[config.mk]
export PLATFORM = sky130hd
export DESIGN_NAME = instr_encode_writer_flat
export DESIGN_NICKNAME = d
export VERILOG_FILES = /design/src/rtl/instr_encode_writer_if.sv /design/src/rtl/instr_encode_writer.sv /design/src/flat_wrapper.sv
export SDC_FILE = /design/constraint.sdc
export NUM_CORES = 1
export LEC_CHECK = 0
export BUFFER_PORTS_ARGS = -buffer_cell sky130_fd_sc_hd__buf_2
export CORE_ASPECT_RATIO = 0.7
export CORE_MARGIN = 2
export CORE_UTILIZATION = 39
export CTS_BUF_LIST = sky130_fd_sc_hd__clkbuf_8
export DETAILED_ROUTE_END_ITERATION = 8
export PLACE_DENSITY = 0.67
export SLEW_MARGIN = 0
export SYNTH_ARGS = -nofsm -noshare
export SYNTH_HDL_FRONTEND = slang
export SYNTH_SLANG_ARGS = --single-unit
[constraint.sdc]
create_clock -name clk -period 4.9 [get_ports clk]
set_input_delay 0.245 -clock clk [delete_from_list [all_inputs] [get_ports clk]]
set_output_delay 0.245 -clock clk [all_outputs]
set_load 0.005 [all_outputs]
[src/rtl/instr_encode_writer_if.sv]
// Instruction-field handshake plus instruction-memory write port for instr_encode_writer.
// master: program source and memory side; slave: the encoder/writer.
interface instr_encode_writer_if #(
    parameter int unsigned ADDR_W = 10
);
    logic              in_valid;
    logic              in_ready;
    logic [4:0]        in_op;
    logic [4:0]        in_rs;
    logic [4:0]        in_rt;
    logic [4:0]        in_rd;
    logic [4:0]        in_shamt;
    logic [15:0]       in_imm;
    logic [25:0]       in_target;
    logic              mem_we;
    logic [ADDR_W-1:0] mem_addr;
    logic [31:0]       mem_wdata;
    logic              mem_ready;

    modport master (
        output in_valid, in_op, in_rs, in_rt, in_rd, in_shamt, in_imm, in_target,
        output mem_ready,
        input  in_ready, mem_we, mem_addr, mem_wdata
    );

    modport slave (
        input  in_valid, in_op, in_rs, in_rt, in_rd, in_shamt, in_imm, in_target,
        input  mem_ready,
        output in_ready, mem_we, mem_addr, mem_wdata
    );
endinterface

[src/rtl/instr_encode_writer.sv]
// Packs instruction fields into R/I/J words and writes them to consecutive memory words.
// Optional ENC_CHECKSUM_EN adds csum: XOR of every word accepted by memory.
module instr_encode_writer #(
    parameter int unsigned ADDR_W    = 10,
    parameter int unsigned BASE_ADDR = 10,
    parameter int unsigned LAST_ADDR = 1023
) (
    input  logic                 clk,
    input  logic                 rst_n,
    input  logic                 clear,
    instr_encode_writer_if.slave bus,
    output logic [ADDR_W-1:0]    wr_ptr,
    output logic                 done,
    output logic                 full,
    output logic                 err_illegal
`ifdef ENC_CHECKSUM_EN
    ,
    output logic [31:0]          csum
`endif
);
    localparam logic [ADDR_W-1:0] BASE = ADDR_W'(BASE_ADDR);
    localparam logic [ADDR_W-1:0] LAST = ADDR_W'(LAST_ADDR);

    typedef enum logic [4:0] {
        OP_ADD  = 5'd0,  OP_ADDU = 5'd1,  OP_SUB  = 5'd2,  OP_SUBU  = 5'd3,
        OP_AND  = 5'd4,  OP_OR   = 5'd5,  OP_SLL  = 5'd6,  OP_SRL   = 5'd7,
        OP_SLT  = 5'd8,  OP_JR   = 5'd9,  OP_ADDI = 5'd10, OP_ADDIU = 5'd11,
        OP_ANDI = 5'd12, OP_ORI  = 5'd13, OP_LW   = 5'd14, OP_SW    = 5'd15,
        OP_BEQ  = 5'd16, OP_BNE  = 5'd17, OP_J    = 5'd18, OP_JAL   = 5'd19,
        OP_SLTI = 5'd20, OP_HALT = 5'd21
    } op_e;

    typedef enum logic [1:0] {S_IDLE, S_WRITE, S_DONE, S_FULL} state_e;

    state_e      state;
    logic        pend_halt;
    logic [31:0] enc_word;
    logic        enc_legal;
    logic        enc_halt;
    logic [31:0] r_base;
    logic [31:0] i_base;

    assign r_base = {6'b000000, bus.in_rs, bus.in_rt, bus.in_rd, 11'd0};
    assign i_base = {6'b000000, bus.in_rs, bus.in_rt, bus.in_imm};

    always_comb begin
        enc_word  = '0;
        enc_legal = 1'b1;
        enc_halt  = 1'b0;
        case (op_e'(bus.in_op))
            OP_ADD:   enc_word = r_base | 32'h20;
            OP_ADDU:  enc_word = r_base | 32'h21;
            OP_SUB:   enc_word = r_base | 32'h22;
            OP_SUBU:  enc_word = r_base | 32'h23;
            OP_AND:   enc_word = r_base | 32'h24;
            OP_OR:    enc_word = r_base | 32'h25;
            OP_SLL:   enc_word = r_base | {21'd0, bus.in_shamt, 6'b000000};
            OP_SRL:   enc_word = r_base | {21'd0, bus.in_shamt, 6'b000010};
            OP_SLT:   enc_word = r_base | 32'h2A;
            OP_JR:    enc_word = {6'b000000, bus.in_rs, 15'd0, 6'b001000};
            OP_ADDI:  enc_word = i_base | {6'b001000, 26'd0};
            OP_ADDIU: enc_word = i_base | {6'b001001, 26'd0};
            OP_ANDI:  enc_word = i_base | {6'b001100, 26'd0};
            OP_ORI:   enc_word = i_base | {6'b001101, 26'd0};
            OP_LW:    enc_word = i_base | {6'b100011, 26'd0};
            OP_SW:    enc_word = i_base | {6'b101011, 26'd0};
            OP_BEQ:   enc_word = i_base | {6'b000100, 26'd0};
            OP_BNE:   enc_word = i_base | {6'b000101, 26'd0};
            OP_SLTI:  enc_word = i_base | {6'b001010, 26'd0};
            OP_J:     enc_word = {6'b000010, bus.in_target};
            OP_JAL:   enc_word = {6'b000011, bus.in_target};
            OP_HALT: begin
                enc_word = {6'b111111, 26'd0};
                enc_halt = 1'b1;
            end
            default:  enc_legal = 1'b0;
        endcase
    end

    always_ff @(posedge clk or negedge rst_n) begin
        if (!rst_n) begin
            state         <= S_IDLE;
            bus.in_ready  <= 1'b1;
            bus.mem_we    <= 1'b0;
            bus.mem_addr  <= '0;
            bus.mem_wdata <= '0;
            wr_ptr        <= BASE;
            done          <= 1'b0;
            full          <= 1'b0;
            err_illegal   <= 1'b0;
            pend_halt     <= 1'b0;
`ifdef ENC_CHECKSUM_EN
            csum          <= '0;
`endif
        end else if (clear) begin
            state        <= S_IDLE;
            bus.in_ready <= 1'b1;
            bus.mem_we   <= 1'b0;
            wr_ptr       <= BASE;
            done         <= 1'b0;
            full         <= 1'b0;
            err_illegal  <= 1'b0;
            pend_halt    <= 1'b0;
`ifdef ENC_CHECKSUM_EN
            csum         <= '0;
`endif
        end else begin
            case (state)
                S_IDLE: begin
                    if (bus.in_valid && bus.in_ready) begin
                        if (enc_legal) begin
                            state         <= S_WRITE;
                            bus.in_ready  <= 1'b0;
                            bus.mem_we    <= 1'b1;
                            bus.mem_addr  <= wr_ptr;
                            bus.mem_wdata <= enc_word;
                            pend_halt     <= enc_halt;
                        end else begin
                            err_illegal <= 1'b1;
                        end
                    end
                end
                S_WRITE: begin
                    if (bus.mem_ready) begin
                        bus.mem_we <= 1'b0;
`ifdef ENC_CHECKSUM_EN
                        csum <= csum ^ bus.mem_wdata;
`endif
                        // Pointer saturates at LAST: the FULL state is what stops further writes.
                        if (wr_ptr == LAST) begin
                            full <= 1'b1;
                        end else begin
                            wr_ptr <= wr_ptr + ADDR_W'(1);
                        end
                        if (pend_halt) begin
                            state <= S_DONE;
                            done  <= 1'b1;
                        end else if (wr_ptr == LAST) begin
                            state <= S_FULL;
                        end else begin
                            state        <= S_IDLE;
                            bus.in_ready <= 1'b1;
                        end
                    end
                end
                default: ;
            endcase
        end
    end
endmodule

[src/flat_wrapper.sv]
// flat-port wrapper written by rule: the top's interface ports become plain ports
module instr_encode_writer_flat 
#(
    parameter int unsigned ADDR_W    = 10,
    parameter int unsigned BASE_ADDR = 10,
    parameter int unsigned LAST_ADDR = 1023
)
  (clk, rst_n, clear, wr_ptr, done, full, err_illegal, bus_in_valid, bus_in_op, bus_in_rs, bus_in_rt, bus_in_rd, bus_in_shamt, bus_in_imm, bus_in_target, bus_mem_ready, bus_in_ready, bus_mem_we, bus_mem_addr, bus_mem_wdata);
  instr_encode_writer_if #(.ADDR_W(ADDR_W)) bus_i ();
  input  logic clk;
  input  logic rst_n;
  input  logic clear;
  output logic [ADDR_W-1:0] wr_ptr;
  output logic done;
  output logic full;
  output logic err_illegal;
  input wire logic [$bits(bus_i.in_valid)-1:0] bus_in_valid;
  input wire logic [$bits(bus_i.in_op)-1:0] bus_in_op;
  input wire logic [$bits(bus_i.in_rs)-1:0] bus_in_rs;
  input wire logic [$bits(bus_i.in_rt)-1:0] bus_in_rt;
  input wire logic [$bits(bus_i.in_rd)-1:0] bus_in_rd;
  input wire logic [$bits(bus_i.in_shamt)-1:0] bus_in_shamt;
  input wire logic [$bits(bus_i.in_imm)-1:0] bus_in_imm;
  input wire logic [$bits(bus_i.in_target)-1:0] bus_in_target;
  input wire logic [$bits(bus_i.mem_ready)-1:0] bus_mem_ready;
  output wire logic [$bits(bus_i.in_ready)-1:0] bus_in_ready;
  output wire logic [$bits(bus_i.mem_we)-1:0] bus_mem_we;
  output wire logic [$bits(bus_i.mem_addr)-1:0] bus_mem_addr;
  output wire logic [$bits(bus_i.mem_wdata)-1:0] bus_mem_wdata;
  assign bus_i.in_valid = bus_in_valid;
  assign bus_i.in_op = bus_in_op;
  assign bus_i.in_rs = bus_in_rs;
  assign bus_i.in_rt = bus_in_rt;
  assign bus_i.in_rd = bus_in_rd;
  assign bus_i.in_shamt = bus_in_shamt;
  assign bus_i.in_imm = bus_in_imm;
  assign bus_i.in_target = bus_in_target;
  assign bus_i.mem_ready = bus_mem_ready;
  assign bus_in_ready = bus_i.in_ready;
  assign bus_mem_we = bus_i.mem_we;
  assign bus_mem_addr = bus_i.mem_addr;
  assign bus_mem_wdata = bus_i.mem_wdata;
  instr_encode_writer #(.ADDR_W(ADDR_W), .BASE_ADDR(BASE_ADDR), .LAST_ADDR(LAST_ADDR)) u_core (.clk(clk), .rst_n(rst_n), .clear(clear), .bus(bus_i), .wr_ptr(wr_ptr), .done(done), .full(full), .err_illegal(err_illegal));
endmodule
## After elaboration in Yosys (flattened, before gate mapping)

Cells that the tools add are included.

- Register bits after elaboration: 60
- Input port bits: 72
- Output and inout port bits: 57
- Logic and storage cells: 106

- Add/sub/neg operators: 1
- Muxes and demuxes: 42
- Bitwise operators: 3
- Equality and inequality tests: 30
- Reductions and logical operators: 20

Operators with widths:

| kind | number |
|---|---|
| $pmux W32 S22 | 1 |
| $or A26 B11 Y26 | 2 |
| $eq A5 B4 Y1 const B | 8 |
| $mux W10 | 4 |
| $eq A5 B5 Y1 const B | 6 |
| $mux W1 | 28 |
| $reduce_or A22 Y1 | 1 |
| $eq A5 B3 Y1 const B | 4 |
| $reduce_and A3 Y1 | 5 |
| $reduce_bool A2 Y1 | 7 |
| $mux W2 | 6 |
| $add A10 B1 Y10 const B | 1 |
| $eq A10 B10 Y1 const B | 1 |
| $eq A5 B2 Y1 const B | 2 |
| $ne A3 B3 Y1 const B | 3 |
| $reduce_and A4 Y1 | 2 |
| $ne A3 B2 Y1 const B | 2 |
| $reduce_and A6 Y1 | 1 |
| $eq A5 B1 Y1 const B | 1 |
| $logic_not A5 Y1 | 1 |
| $ne A2 B2 Y1 const B | 2 |
| $pmux W1 S2 | 2 |
| $pmux W2 S2 | 1 |
| $reduce_bool A3 Y1 | 1 |
| other kinds (4) | 4 |

## Longest topological paths before layout

- Depth in word-level cells: 7
- Mapped depth: 7
- Depth with buffers taken out: 5

## Worst setup path after synthesis

Ideal clock, no wire load.

- Path type: reg2reg
- Start point: reg u_core.bus.in_ready
- End point: reg u_core.bus.mem_addr[0]
- Stages on the path, launching flop included: 5
- Data arrival time: 1.596 ns
- Period minus slack after synthesis: 1.721 ns
- Required time: 4.775 ns
- Path slack: 3.179 ns
- Library setup time: 0.125 ns
- Path buffers: 1
- Cell sequence: dfstp_2 > nand4bb_1 > a211oi_4 > buf_4 > mux2_2

- Longest elaborated chain between the ends: 2

RTL lines:

| what | line | source |
|---|---|---|
| start, declared | instr_encode_writer_if.sv:29 | `output in_ready, mem_we, mem_addr, mem_wdata` |
| start signal, assigned | instr_encode_writer.sv:83 | `bus.in_ready <= 1'b1;` |
| start signal, assigned | instr_encode_writer.sv:97 | `bus.in_ready <= 1'b1;` |
| start signal, assigned | instr_encode_writer.sv:113 | `bus.in_ready <= 1'b0;` |
| $logic_and A1 B1 Y1 | instr_encode_writer.sv:110 | `if (bus.in_valid && bus.in_ready) begin` |
| $reduce_and A4 Y1 (no source line) | -- |  |
| end signal, assigned | instr_encode_writer.sv:115 | `bus.mem_addr <= wr_ptr;` |
| end, declared | instr_encode_writer_if.sv:29 |  |

No other way between the ends.
A chain may end at the register's enable or synchronous reset.

## Worst setup path in the final report

- Start point: reg u_core.bus.in_ready
- End point: reg u_core.bus.mem_addr[6]

The elaborated chain is that of the path after synthesis.

==> impl_metrics.tcl <==
set metrics [dict create \
    finalSetupTns_ns 0 \
    worstSkewPairLatency_ns 0.34 \
    power.density_nw_per_um2 402.3 \
    clock.fmax_ghz 0.4128 \
    hold_class "in -> async" \
    die_h_microns 78.33 \
    r2r_cells 4 \
    setup.worst_path.class "reg -> reg" \
    syn_inst 316 \
    diodes 0 \
    syn_area_per_cell_sq_um 9.740 \
    die_area_sq_um 8630 \
    power_frac_comb_pct 23.3 \
    die_w_microns 110.2 \
    ys_seq_elements 60 \
    first_global_vias 2568 \
    leakagePower_nw 1.879 \
    yosys.cell_types.count 47 \
    power.share.clock_pct 35.0 \
    grt_overflow 0 \
    vias_per_cell 5.328 \
    placed_area_sq_um 3735 \
    netlist_area_sq_um 3078 \
    layout-drive-gt1-share_pct 37.44 \
    synth_edf_count 0 \
    wl_per_cell_microns 15.19 \
    post-cts-setup-buffers 0 \
    setup_viol 0 \
    period_needed_ns 2.422 \
    power_mw 1.603 \
    yosysWarnings 0 \
    fin_skew_ns 0.005821 \
    r2r_start "u_core.bus.in_ready" \
    grt_pass1_wl_mm 12.85 \
    syn_to_final_growth_pct 29.47 \
    critical_path_required_ns 5.13 \
    vias 2872 \
    fin_crit_sh_pct 49.44 \
    synth_fa_ha_area_share_pct 0.4065 \
    io_buffers 128 \
    status "finished, final reports clean" \
    start_kind "flip-flop" \
    synth_top_family_by_area "compound AO/OA/AOI/OAI gates" \
    hold_violations 0 \
    root_buffer "clkbuf_8" \
    yosys-mux-area-fraction_pct 5.081 \
    fin_nets 506 \
    cts_max_level 3 \
    p_int_mw 1.151 \
    crit_fanout 63 \
    grt_max_degree 64 \
    clock-sinks 60 \
    synth_nets 389 \
    fp-row-count 27 \
    r2r_end "u_core.bus.mem_addr[6]" \
    clk_pin_slew_worst_paths_ns 0.07 \
    ys_seq_area_share_pct 48.90 \
    track_usage_pct 19.15 \
    synth_compound_area_share_pct 24.47 \
    synth_top_flop_cell "dfrtp_1" \
    io_pins 129 \
    crit_arrival_ns 2.65 \
    seqPwrFrac_pct 41.7 \
    clock_path_buffers 2 \
    maxCapViolations 0 \
    coreArea_sq_um 7770 \
    rsz0062_at_grt "false" \
    cts_hold_buf 0 \
    end_kind "flip-flop" \
    dr.pass1.iters 5 \
    synth-simple-area-share_pct 15.89 \
    fin_area_sq_um 3985 \
    tightestPinTransition_ns 0.9073 \
    slew_viol_final 0 \
    netSwitchingFraction_pct 28.18 \
    gp_congestion 0.8595 \
    p_sw_uw 451.7 \
    postCtsResizedCells 0 \
    cts_buffers 9 \
    cts_tree "done" \
    initial_core_util_pct 39.61 \
    ant_nets 0 \
    synthArstFlopShare_pct 100.0 \
    finalWirelength_mm 8.185 \
    reg2reg_slack_ns 2.48 \
    drc_errors 0 \
    vdd_drop_max_uv 179.6 \
    dp_hpwl_mm 5.899 \
    synth_xor_area_share_pct 0.5691 \
    drt_iter0_markers 195 \
    antenna_found_initial 0 \
    slew_headroom_pct 39.52 \
]
## worst max-delay path, stage by stage, from the launching register on
cell and delay [ns]:
dfstp_2 0.54, nand4bb_1 0.23, a211oi_4 0.55, buf_4 0.59, mux2_2 0.40
## logic make-up after synthesis
logic type | count (synthesis)
AO/OA/AOI/OAI | 110
AND/OR/NAND/NOR | 100
flip-flops | 60
buffers and inverters | 29
multiplexers | 14
XOR/XNOR | 2
adder cells (fa/ha/maj) | 1
## metrics by stage
stage	setup WS (ns)	utilization [%]	instances	hold slack, ns
after floorplan	3.179	-	316	-0.05059
after detailed placement	2.472	48.07	523	0.4561
final	2.478	51.29	539	0.05411
after global routing	2.297	51.29	539	0.1376
after CTS	2.455	51.29	539	0.07803
after global placement	2.568	48.07	523	0.4473
## routing by layer
layer,global-route usage (%),vias up,share of wire [%]
li1,-,1406,-
met1,26.37,1391,47
met2,30.06,66,47
met3,4.236,9,5.1
met4,6.000,0,1.1
met5,0,-,0
## worst max path at each step
| stage | from | to | depth (start not counted) |
|---|---|---|---|
| 2_1_floorplan | u_core.bus.in_ready | u_core.bus.mem_addr[0] | 4 |
| 3_3_place_gp | u_core.bus.in_ready | u_core.bus.mem_addr[7] | 4 |
| 3_5_place_dp | u_core.bus.in_ready | u_core.bus.mem_addr[6] | 4 |
| 4_1_cts | u_core.bus.in_ready | u_core.bus.mem_addr[6] | 4 |
| 5_1_grt | u_core.bus.in_ready | u_core.bus.mem_addr[7] | 4 |
| 6_report | u_core.bus.in_ready | u_core.bus.mem_addr[6] | 4 |
## layout make-up
type                            instances  area, sq um
Inverter                                5        18.77
Clock buffer                           11        151.4
Fill cell                             742         3785
Clock inverter                          5        98.84
Timing Repair Buffer                  130        655.6
Sequential cell                        60         1505
Multi-Input combinational cell        227         1429
Tap cell                              101        126.4
## power groups by stage
stage                     Clock, mW  Combinational, mW  Sequential (mW)
after floorplan                   0              0.182            0.686
after global placement            0              0.370            0.672
after detailed placement          0              0.378            0.676
after CTS                     0.572              0.379            0.668
after global routing          0.594              0.423            0.682
final                         0.561              0.374            0.668
## state kept, by name (all words and copies together) (netlist names)
name / flops
u_core.done: 1
u_core.bus.in_ready: 1
u_core.bus.mem_wdata: 32
u_core.bus.mem_addr: 10
u_core.full: 1
u_core.state: 2
u_core.wr_ptr: 10
u_core.pend_halt: 1
u_core.bus.mem_we: 1
u_core.err_illegal: 1
## placed cells by master, fill, tap and decap left out, types with 2 or more instances in the layout
cell,netlist,final
o22ai_1,2,2
mux2_2,13,13
a222oi_1,5,5
buf_2,12,128
dfrtp_1,57,57
or3_1,3,3
buf_4,5,2
dfstp_2,3,3
nand3_1,6,6
a21boi_0,2,2
and3_1,2,2
inv_1,5,6
nand2_1,11,11
and2_1,5,5
o31ai_1,6,6
or4_1,3,3
a22oi_1,19,19
xor2_1,2,2
a21o_1,3,3
nand2b_1,7,7
o21a_1,2,2
clkbuf_8,0,11
nand4_1,2,2
o21ai_0,8,8
bufinv_16,0,3
a31oi_1,4,4
nor2_1,43,43
nor2b_1,6,6
a32oi_1,5,5
a22o_1,7,7
nor3_1,6,6
a21oi_1,41,41
## Yosys cell counts (2+ instances only)
library cell / n / area [sq um]
xor2_1: 2 / 17.52
nor2b_1: 6 / 37.54
buf_2: 12 / 60.06
clkbuf_1: 4 / 15.01
a22o_1: 7 / 61.31
nand2b_1: 7 / 43.79
o21ai_0: 8 / 40.04
o22ai_1: 2 / 12.51
or4_1: 3 / 22.52
a22oi_1: 19 / 142.6
a21o_1: 3 / 22.52
buf_1: 2 / 7.510
a21oi_1: 41 / 205.2
o21a_1: 2 / 15.01
mux2_2: 13 / 146.4
buf_4: 5 / 37.54
and3_1: 2 / 12.51
and2_1: 5 / 31.28
a31oi_1: 4 / 25.02
nor2_1: 43 / 161.4
nand4_1: 2 / 12.51
nor3_1: 6 / 30.03
nand2_1: 11 / 41.29
a222oi_1: 5 / 50.05
dfstp_2: 3 / 78.83
dfrtp_1: 57 / 1426
o31ai_1: 6 / 45.04
nand3_1: 6 / 30.03
a21boi_0: 2 / 15.01
a32oi_1: 5 / 43.79
or3_1: 3 / 18.77
inv_1: 5 / 18.77
Power figures use the tool's default switching activity.
